File: src/rtl/vit_pkg.sv
// Shared definitions for the Viterbi traceback slice.
//   state_e   : traceback controller FSM states
//   NODE_W    : trellis node width (K=3 code, 4 states)
//   FLAG_UP   : survivor flag selecting the upper predecessor
//   FLAG_LO   : survivor flag selecting the lower predecessor
//   NUM_NODES : number of trellis nodes
//   FLAGS_W   : width of one survivor-flag beat (2 bits per node)
package vit_pkg;

  localparam int unsigned NODE_W    = 2;
  localparam int unsigned NUM_NODES = 4;
  localparam int unsigned FLAGS_W   = 2 * NUM_NODES;

  localparam logic [1:0] FLAG_UP = 2'b10;
  localparam logic [1:0] FLAG_LO = 2'b01;

  typedef enum logic [1:0] {
    FILL,
    TRACE,
    OUTPUT,
    DONE
  } state_e;

endpackage

File: src/rtl/traceback_ctrl_if.sv
// Handshake/data bundle between the ACS stage, the traceback controller and
// the downstream bit sink.
//   flag_valid, flags, flag_ready : survivor-flag beat handshake
//   end_node                      : traceback start node, taken with the last beat
//   data_out, data_valid          : decoded bit stream, no backpressure
//   busy, done, err               : status
// master: upstream/sink side; slave: traceback_ctrl side.
interface traceback_ctrl_if;
  import vit_pkg::*;

  logic               flag_valid;
  logic [FLAGS_W-1:0] flags;
  logic               flag_ready;
  logic [NODE_W-1:0]  end_node;
  logic               data_out;
  logic               data_valid;
  logic               busy;
  logic               done;
  logic               err;

  modport master (
    output flag_valid, flags, end_node,
    input  flag_ready, data_out, data_valid, busy, done, err
  );

  modport slave (
    input  flag_valid, flags, end_node,
    output flag_ready, data_out, data_valid, busy, done, err
  );

endinterface

File: src/rtl/traceback_step.sv
// One combinational traceback step of the 4-state trellis.
//   node    : current node
//   flag    : 2-bit survivor flag of that node
//   pred    : predecessor node
//   dec_bit : decoded bit for this step (node[1])
//   invalid : flag is neither upper nor lower select
// Optional checker: TRACEBACK_ERR_EN. When undefined only flag[1] is looked at
// and invalid is tied 0.
module traceback_step
  import vit_pkg::*;
(
  input  logic [NODE_W-1:0] node,
  input  logic [1:0]        flag,
  output logic [NODE_W-1:0] pred,
  output logic              dec_bit,
  output logic              invalid
);

`ifdef TRACEBACK_ERR_EN
  always_comb begin
    dec_bit = node[1];
    invalid = (flag != FLAG_UP) && (flag != FLAG_LO);
    // Predecessor of {a,b} is {b,0} (upper) or {b,1} (lower); bad flags fall back to 00.
    if (invalid) begin
      pred = '0;
    end else begin
      pred = {node[0], (flag == FLAG_LO)};
    end
  end
`else
  logic unused_flag_lo;
  assign unused_flag_lo = flag[0];

  always_comb begin
    dec_bit = node[1];
    invalid = 1'b0;
    pred    = {node[0], ~flag[1]};
  end
`endif

endmodule

File: src/rtl/traceback_ctrl.sv
// Viterbi traceback sequencer for the 4-state (K=3) code.
// Buffers one frame of survivor flags, walks the trellis backwards one step
// per cycle from end_node, then replays the decoded bits in time order.
//   clk  : clock, rising edge
//   rst  : synchronous active-low reset
//   bus  : traceback_ctrl_if.slave (flag handshake, end_node, data, status)
// Parameters: FRAME_LEN (steps per frame, >= 2), CNT_W (counter width).
// Optional feature macro: TRACEBACK_ERR_EN (sticky invalid-flag error).
module traceback_ctrl
  import vit_pkg::*;
#(
  parameter int unsigned FRAME_LEN = 16,
  parameter int unsigned CNT_W     = $clog2(FRAME_LEN)
) (
  input logic             clk,
  input logic             rst,
  traceback_ctrl_if.slave bus
);

  localparam logic [CNT_W-1:0] CNT_LAST = CNT_W'(FRAME_LEN - 1);

  state_e              state_q, state_d;
  logic [CNT_W-1:0]    cnt_q, cnt_d;
  logic [NODE_W-1:0]   node_q, node_d;
  logic [FLAGS_W-1:0]  flag_buf [FRAME_LEN];
  logic [FRAME_LEN-1:0] bit_buf;
  logic                data_out_q, data_valid_q, done_q;

  logic                flag_ready, accept, wr_flag, wr_bit;
  logic [FLAGS_W-1:0]  cur_flags;
  logic [1:0]          sel;
  logic [NODE_W-1:0]   step_pred;
  logic                step_bit, step_invalid;

  // done_q keeps flag_ready low through the done cycle.
  assign flag_ready = (state_q == FILL) && !done_q;
  assign accept     = bus.flag_valid && flag_ready;
  assign cur_flags  = flag_buf[cnt_q];
  assign sel        = cur_flags[{node_q, 1'b0} +: 2];

  traceback_step u_step (
    .node    (node_q),
    .flag    (sel),
    .pred    (step_pred),
    .dec_bit (step_bit),
    .invalid (step_invalid)
  );

  always_comb begin
    state_d = state_q;
    cnt_d   = cnt_q;
    node_d  = node_q;
    wr_flag = 1'b0;
    wr_bit  = 1'b0;
    case (state_q)
      FILL: begin
        if (accept) begin
          wr_flag = 1'b1;
          if (cnt_q == CNT_LAST) begin
            node_d  = bus.end_node;
            cnt_d   = CNT_LAST;
            state_d = TRACE;
          end else begin
            cnt_d = cnt_q + 1'b1;
          end
        end
      end
      TRACE: begin
        wr_bit = 1'b1;
        node_d = step_pred;
        if (cnt_q == '0) begin
          state_d = OUTPUT;
        end else begin
          cnt_d = cnt_q - 1'b1;
        end
      end
      OUTPUT: begin
        if (cnt_q == CNT_LAST) begin
          state_d = DONE;
        end else begin
          cnt_d = cnt_q + 1'b1;
        end
      end
      DONE: begin
        cnt_d   = '0;
        state_d = FILL;
      end
      default: begin
        cnt_d   = '0;
        state_d = FILL;
      end
    endcase
  end

  always_ff @(posedge clk) begin
    if (!rst) begin
      state_q      <= FILL;
      cnt_q        <= '0;
      node_q       <= '0;
      data_out_q   <= 1'b0;
      data_valid_q <= 1'b0;
      done_q       <= 1'b0;
    end else begin
      state_q      <= state_d;
      cnt_q        <= cnt_d;
      node_q       <= node_d;
      // Outputs lag the OUTPUT state by one cycle, so data_out is 0 when idle.
      data_valid_q <= (state_q == OUTPUT);
      data_out_q   <= (state_q == OUTPUT) && bit_buf[cnt_q];
      done_q       <= (state_q == DONE);
    end
  end

  // Frame buffers carry no reset; stale contents are always overwritten first.
  always_ff @(posedge clk) begin
    if (wr_flag) begin
      flag_buf[cnt_q] <= bus.flags;
    end
    if (wr_bit) begin
      bit_buf[cnt_q] <= step_bit;
    end
  end

`ifdef TRACEBACK_ERR_EN
  logic err_q;

  always_ff @(posedge clk) begin
    if (!rst) begin
      err_q <= 1'b0;
    end else if ((state_q == TRACE) && step_invalid) begin
      err_q <= 1'b1;
    end
  end

  assign bus.err = err_q;
`else
  // step_invalid is a constant 0 in this build.
  assign bus.err = step_invalid;
`endif

  assign bus.flag_ready = flag_ready;
  assign bus.data_out   = data_out_q;
  assign bus.data_valid = data_valid_q;
  assign bus.busy       = (state_q == TRACE) || (state_q == OUTPUT);
  assign bus.done       = done_q;

endmodule

File: src/flat_wrapper.sv
// flat-port wrapper written by rule: the top's interface ports become plain ports
module traceback_ctrl_flat import vit_pkg::*;
#(
  parameter int unsigned FRAME_LEN = 16,
  parameter int unsigned CNT_W     = $clog2(FRAME_LEN)
)
  (clk, rst, bus_flag_valid, bus_flags, bus_end_node, bus_flag_ready, bus_data_out, bus_data_valid, bus_busy, bus_done, bus_err);
  traceback_ctrl_if bus_i ();
  input logic clk;
  input logic rst;
  input wire logic [$bits(bus_i.flag_valid)-1:0] bus_flag_valid;
  input wire logic [$bits(bus_i.flags)-1:0] bus_flags;
  input wire logic [$bits(bus_i.end_node)-1:0] bus_end_node;
  output wire logic [$bits(bus_i.flag_ready)-1:0] bus_flag_ready;
  output wire logic [$bits(bus_i.data_out)-1:0] bus_data_out;
  output wire logic [$bits(bus_i.data_valid)-1:0] bus_data_valid;
  output wire logic [$bits(bus_i.busy)-1:0] bus_busy;
  output wire logic [$bits(bus_i.done)-1:0] bus_done;
  output wire logic [$bits(bus_i.err)-1:0] bus_err;
  assign bus_i.flag_valid = bus_flag_valid;
  assign bus_i.flags = bus_flags;
  assign bus_i.end_node = bus_end_node;
  assign bus_flag_ready = bus_i.flag_ready;
  assign bus_data_out = bus_i.data_out;
  assign bus_data_valid = bus_i.data_valid;
  assign bus_busy = bus_i.busy;
  assign bus_done = bus_i.done;
  assign bus_err = bus_i.err;
  traceback_ctrl #(.FRAME_LEN(FRAME_LEN), .CNT_W(CNT_W)) u_core (.clk(clk), .rst(rst), .bus(bus_i));
endmodule
File: config.mk
export PLATFORM = sky130hd
export DESIGN_NAME = traceback_ctrl_flat
export DESIGN_NICKNAME = d
export VERILOG_FILES = /design/src/rtl/vit_pkg.sv /design/src/rtl/traceback_ctrl_if.sv /design/src/rtl/traceback_step.sv /design/src/rtl/traceback_ctrl.sv /design/src/flat_wrapper.sv
export SDC_FILE = /design/constraint.sdc
export NUM_CORES = 1
export LEC_CHECK = 0
export ABC_AREA = 0
export CORE_ASPECT_RATIO = 1.75
export CORE_MARGIN = 10
export CORE_UTILIZATION = 55
export CTS_CLUSTER_SIZE = 25
export DETAILED_ROUTE_END_ITERATION = 12
export MAX_ROUTING_LAYER = met4
export PLACE_DENSITY = 0.78
export SLEW_MARGIN = 25
export SYNTH_ARGS = -nofsm -noshare
export SYNTH_HDL_FRONTEND = slang
export SYNTH_HIERARCHICAL = 1
export SYNTH_SLANG_ARGS = --single-unit
File: constraint.sdc
create_clock -name clk -period 3.8 [get_ports clk]
set_input_delay 0.76 -clock clk [delete_from_list [all_inputs] [get_ports clk]]
set_output_delay 0.76 -clock clk [all_outputs]
set_load 0.005 [all_outputs]
# After elaboration in Yosys (flattened, before gate mapping)
# Memory sizes are Yosys's and may differ from the RTL's. A register that Yosys moved wholly into a read port is not among the register bits.
# Index checks and enable logic that the tools add are counted.
[totals] register_bits=27 ram_bits=128 word_cells=61 mem_count=1
[mem_list] name="u_core.flag_buf" words=16 width=8 rd=1 rd_ports_with_merged_regs=1 wr=1 line="traceback_ctrl.sv:25" source="logic [FLAGS_W-1:0] flag_buf [FRAME_LEN];"
[classes] n_addsub=2 order_cmp=2 n_eq_ne=10 n_shift=1 n_mux=25 bitwise=1 reduce_logical=12
[op_table] op="2-to-1 mux 4 bit" count=6
[op_table] op="bitwise mux 16 bit" count=1
[op_table] op="case mux 4 bit (4 select lines)" count=1
[op_table] op="2-to-1 mux 2 bit" count=6
[op_table] op="case mux 2 bit (4 select lines)" count=1
[op_table] op="variable part select 8 x 4 -> 2 bit" count=1
[op_table] op="2-to-1 mux 1 bit" count=7
[op_table] op="!= test 2 x 1 -> 1 bit, second input constant" count=3
[op_table] op="!= test 2 bit, second input constant" count=3
[op_table] op="AND reduction 3 bit" count=2
[op_table] op="< comparator 4 x 5 -> 1 bit, second input constant" count=1
[op_table] op="adder 4 x 1 -> 4 bit, second input constant" count=1
[op_table] op="binary-select mux 1 bit (select 4 bit)" count=1
[op_table] op="demux 1 bit (select 4 bit)" count=1
[op_table] op="== test 2 bit, second input constant" count=2
[op_table] op="== test 4 bit, second input constant" count=1
[op_table] op="greater-or-equal comparator 4 x 1 -> 1 bit, second input constant" count=1
[op_table] op="logical AND 1 bit" count=4
[op_table] op="zero test 4 bit" count=1
[op_table] op="case mux 2 bit (2 select lines)" count=1
[op_table] op="AND reduction 4 bit" count=1
[op_table] op="subtractor 4 x 1 -> 4 bit, second input constant" count=1
[op_table] op="== test 2 x 1 -> 1 bit, second input constant" count=1
[op_table] op="zero test 2 bit" count=1
[op_table] op="4 further kinds" count=4

# Depth between registers and ports, before layout
[logic_depth] word_depth=7 depth_mapped=11 mapped_depth_nobuf=9

# Modules after synthesis
# The synthesis kept the hierarchy.
[modules_own_cells] mod="traceback_ctrl" instances=1 cells_each=376 area_per_inst_um2=6612.6 seq_area_each_um2=4624.4
[modules_own_cells] mod="traceback_step" instances=1 cells_each=5 area_per_inst_um2=30.0 seq_area_each_um2=0.0

# Least setup slack after synthesis
# No wires, ideal clock.
[synth_path] path_kind="input to register" startpoint="input bus_flag_valid" endpoint="memory u_core/flag_buf[1][0] in the netlist's numbering, enable pin" setup_ns=0.395 arrival_time_ns=1.941 required_ns=3.405 setup_slack_ns=1.464 stages=3 path_buffers=1 path_cell_list="nand3b_1 clkbuf_1 nor4_1"
[synth_via] elab_chain_len=5
[synth_rtl] element="from (decl)" line="flat_wrapper.sv:11" source="input wire logic [$bits(bus_i.flag_valid)-1:0] bus_flag_valid;"
[synth_rtl] element="logical AND 1 bit" line="traceback_ctrl.sv:37" source="assign accept = bus.flag_valid && flag_ready;"
[synth_rtl] element="2-to-1 mux 1 bit" line="traceback_ctrl.sv:57" source="if (accept) begin"
[synth_rtl] element="2-to-1 mux 1 bit" line="traceback_ctrl.sv:55" source="case (state_q)"
[synth_rtl] element="2-to-1 mux 1 bit" line="traceback_ctrl.sv:116" source="if (wr_flag) begin"
[synth_rtl] element="2-to-1 mux 1 bit (not written as such)" line="traceback_ctrl.sv:117" source="flag_buf[cnt_q] <= bus.flags;"
[synth_rtl] element="to (decl)" line="traceback_ctrl.sv:25"
# Every way passes these cells.

==> out/results.txt <==
outcome - finished, final reports clean
area of the multi-input gates - 1339 um2
setup bufs post-CTS - 0
die height - 135.8 um
WL per Instance - 21.97 um
Mapped Avg Cell Area - 14.95 um2
drt pass-1 iters - 4
RSZ-0062 raised after global routing - no
fraction of layout cells with a size suffix above 1 - 0.1280
critical path, cell by cell - mux4_2 -> a22oi_1 -> a31oi_1 -> a211oi_1 -> a21oi_1 -> inv_1 -> mux2i_1 -> nand2_1 -> o211a_1
worst stage delay on the critical path - 870 ps
clk_skew - 6.847 ps
CTS clk-pin slew, worst paths - 60 ps
largest net degree at the start of global routing - 22
Fin Setup TNS - 0 ps
Seq pwr share - 0.445
initial antenna violation count - 0
Post-Syn Instances - 282
fin crit period - 2600 ps
gp weighted congestion - 0.9553
DRT iter0 DRCs - 263
Slowest-stage cell, CP - dfxtp_1
CP Class - reg2reg
max-cap violations - 0
Fin. Hold Viols - 0
H-tree levels - 3
Critical path buffers and inverters - 1
register area - 2703 um2
row count - 42
# setup viols final - 0
WP data arrival - 2880 ps
Lkg Pwr - 1.544 nW
cell area after synthesis - 4215 um2
Cell Int Power - 0.002201 W
Residual DRC - 0
Post-Syn Nets - 305
most frequent cells in the layout - 80 x edfxtp_1, 25 x nor2_1, 17 x mux4_2
die width - 86.18 um
Clock Latency Late Sink - 340 ps
Fill cells - 564
Sw Share - 0.2976
CTS max path bufs - 2
Top Ports - 19
final core utilization - 0.6185
Crit Path Max Fanout - 13
ANT cells - 0
clock root buffer - clkbuf_16
NetSw - 0.0009329 W
Hold WC Path Type - reg2reg
worst slew pin tran - 837.7 ps
post-DP HPWL - 5959 um
Vias - 2332
CTS tree - done
synth-to-layout area growth - 10.27%
PortBufs - 13
# nets final - 307
vias per inst - 6.186
Pins Over Slew Limit - 0
global-route wire length before repair - 13200 um
grt total ovfl - 0
Setup crit end kind - flop
core area - 7515 um2
Routed WL - 8282 um
Rel. slew slack - 0.4407
Initial Util - 0.5609
CTS Buf Count - 9
Warnings, synthesis - 6
antenna-violating nets left - 0
Required @ worst endpoint - 4080 ps
die area - 11700 um2
Num Clock Sinks - 95
post-CTS resize count - 0
commonest non-fill, non-tap cell in the layout - edfxtp_1
clock power share - 0.296
Startpoint Class - flop
Peak VDD IR - 0.4645 mV
Tot GR Track Use - 0.1557
Pwr Density - 674.3 nW/um2
hold_buf cts - 0
crit-path leading delay family - flip-flops
final worst-path cycle share - 0.6841
Comb power frac - 0.258
vias in the first global route - 2368
maximum clock frequency - 0.3847 GHz
flip-flops by register name, summed over array words and instances (netlist names), named ones only:
name and cells:
u_core/bit_buf 16, u_core/flag_buf 64, u_core/state_q 2, u_core/bus.data_valid 1
u_core/cnt_q 4, u_core/bus.done 1, u_core/bus.data_out 1, u_core/node_q 2
metrics by stage:
stage | setup slack [ps] | hold WS [ps] | instances | cell area, um2 | power [W]
final | 1200 | 587.9 | 377 | 4648 | 0.003134
after global routing | 971.9 | 609.0 | 377 | 4648 | 0.003288
after CTS | 1150 | 593.1 | 377 | 4648 | 0.003161
after detailed placement | 1083 | 583.1 | 361 | 4334 | 0.002225
after global placement | 1125 | 562.8 | 361 | 4334 | 0.002202
after floorplan | 1780 | 534.8 | 282 | 4215 | 0.002016
layout make-up:
cell class | count | area share
Sequential cell | 95 | 0.5814
Multi-Input combinational cell | 154 | 0.2880
Clock buffer | 10 | 0.04926
Timing Repair Buffer | 16 | 0.03284
Tap cell | 88 | 0.02369
Clock inverter | 6 | 0.01830
Inverter | 8 | 0.006460
path summary, 6_finish.rpt:
check                                 startpoint                        endpoint  slack, ps  depth (start not counted)
setup / recovery                            flop   u_core/node_q[0]$_SDFFE_PN0P_       1200                          9
hold / removal    u_core/state_q[1]$_SDFFE_PN0P_  u_core/state_q[1]$_SDFFE_PN0P_        590                          2
setup reg to reg                            flop   u_core/node_q[0]$_SDFFE_PN0P_       1200                          9
hold reg to reg   u_core/state_q[1]$_SDFFE_PN0P_  u_core/state_q[1]$_SDFFE_PN0P_        590                          2
power by group through the flow:
stage | clock, W | sequential (W) | combinational (W)
6_report | 0.000929 | 0.00140 | 0.000809
5_1_grt | 0.000995 | 0.00141 | 0.000877
4_1_cts | 0.000950 | 0.00140 | 0.000813
3_5_place_dp | 0 | 0.00142 | 0.000806
3_3_place_gp | 0 | 0.00142 | 0.000787
2_1_floorplan | 0 | 0.00127 | 0.000747
worst register-to-register path: cells and delay by family (launching register included):
| kind | cells | cell delay, ps |
|---|---|---|
| compound gates | 5 | 810 |
| simple gates | 1 | 100 |
| flops | 1 | 870 |
| mux | 2 | 690 |
| buf+inv | 1 | 60 |
per-layer routing:
layer | vias to the layer above | part of all wire | global-route usage
li1 | 1061 | - | -
met1 | 1177 | 0.36 | 0.1540
met2 | 75 | 0.58 | 0.2784
met3 | 19 | 0.034 | 0.03116
met4 | 0 | 0.031 | 0.08047
met5 | - | 0 | -
Power figures use the tool's default switching activity.
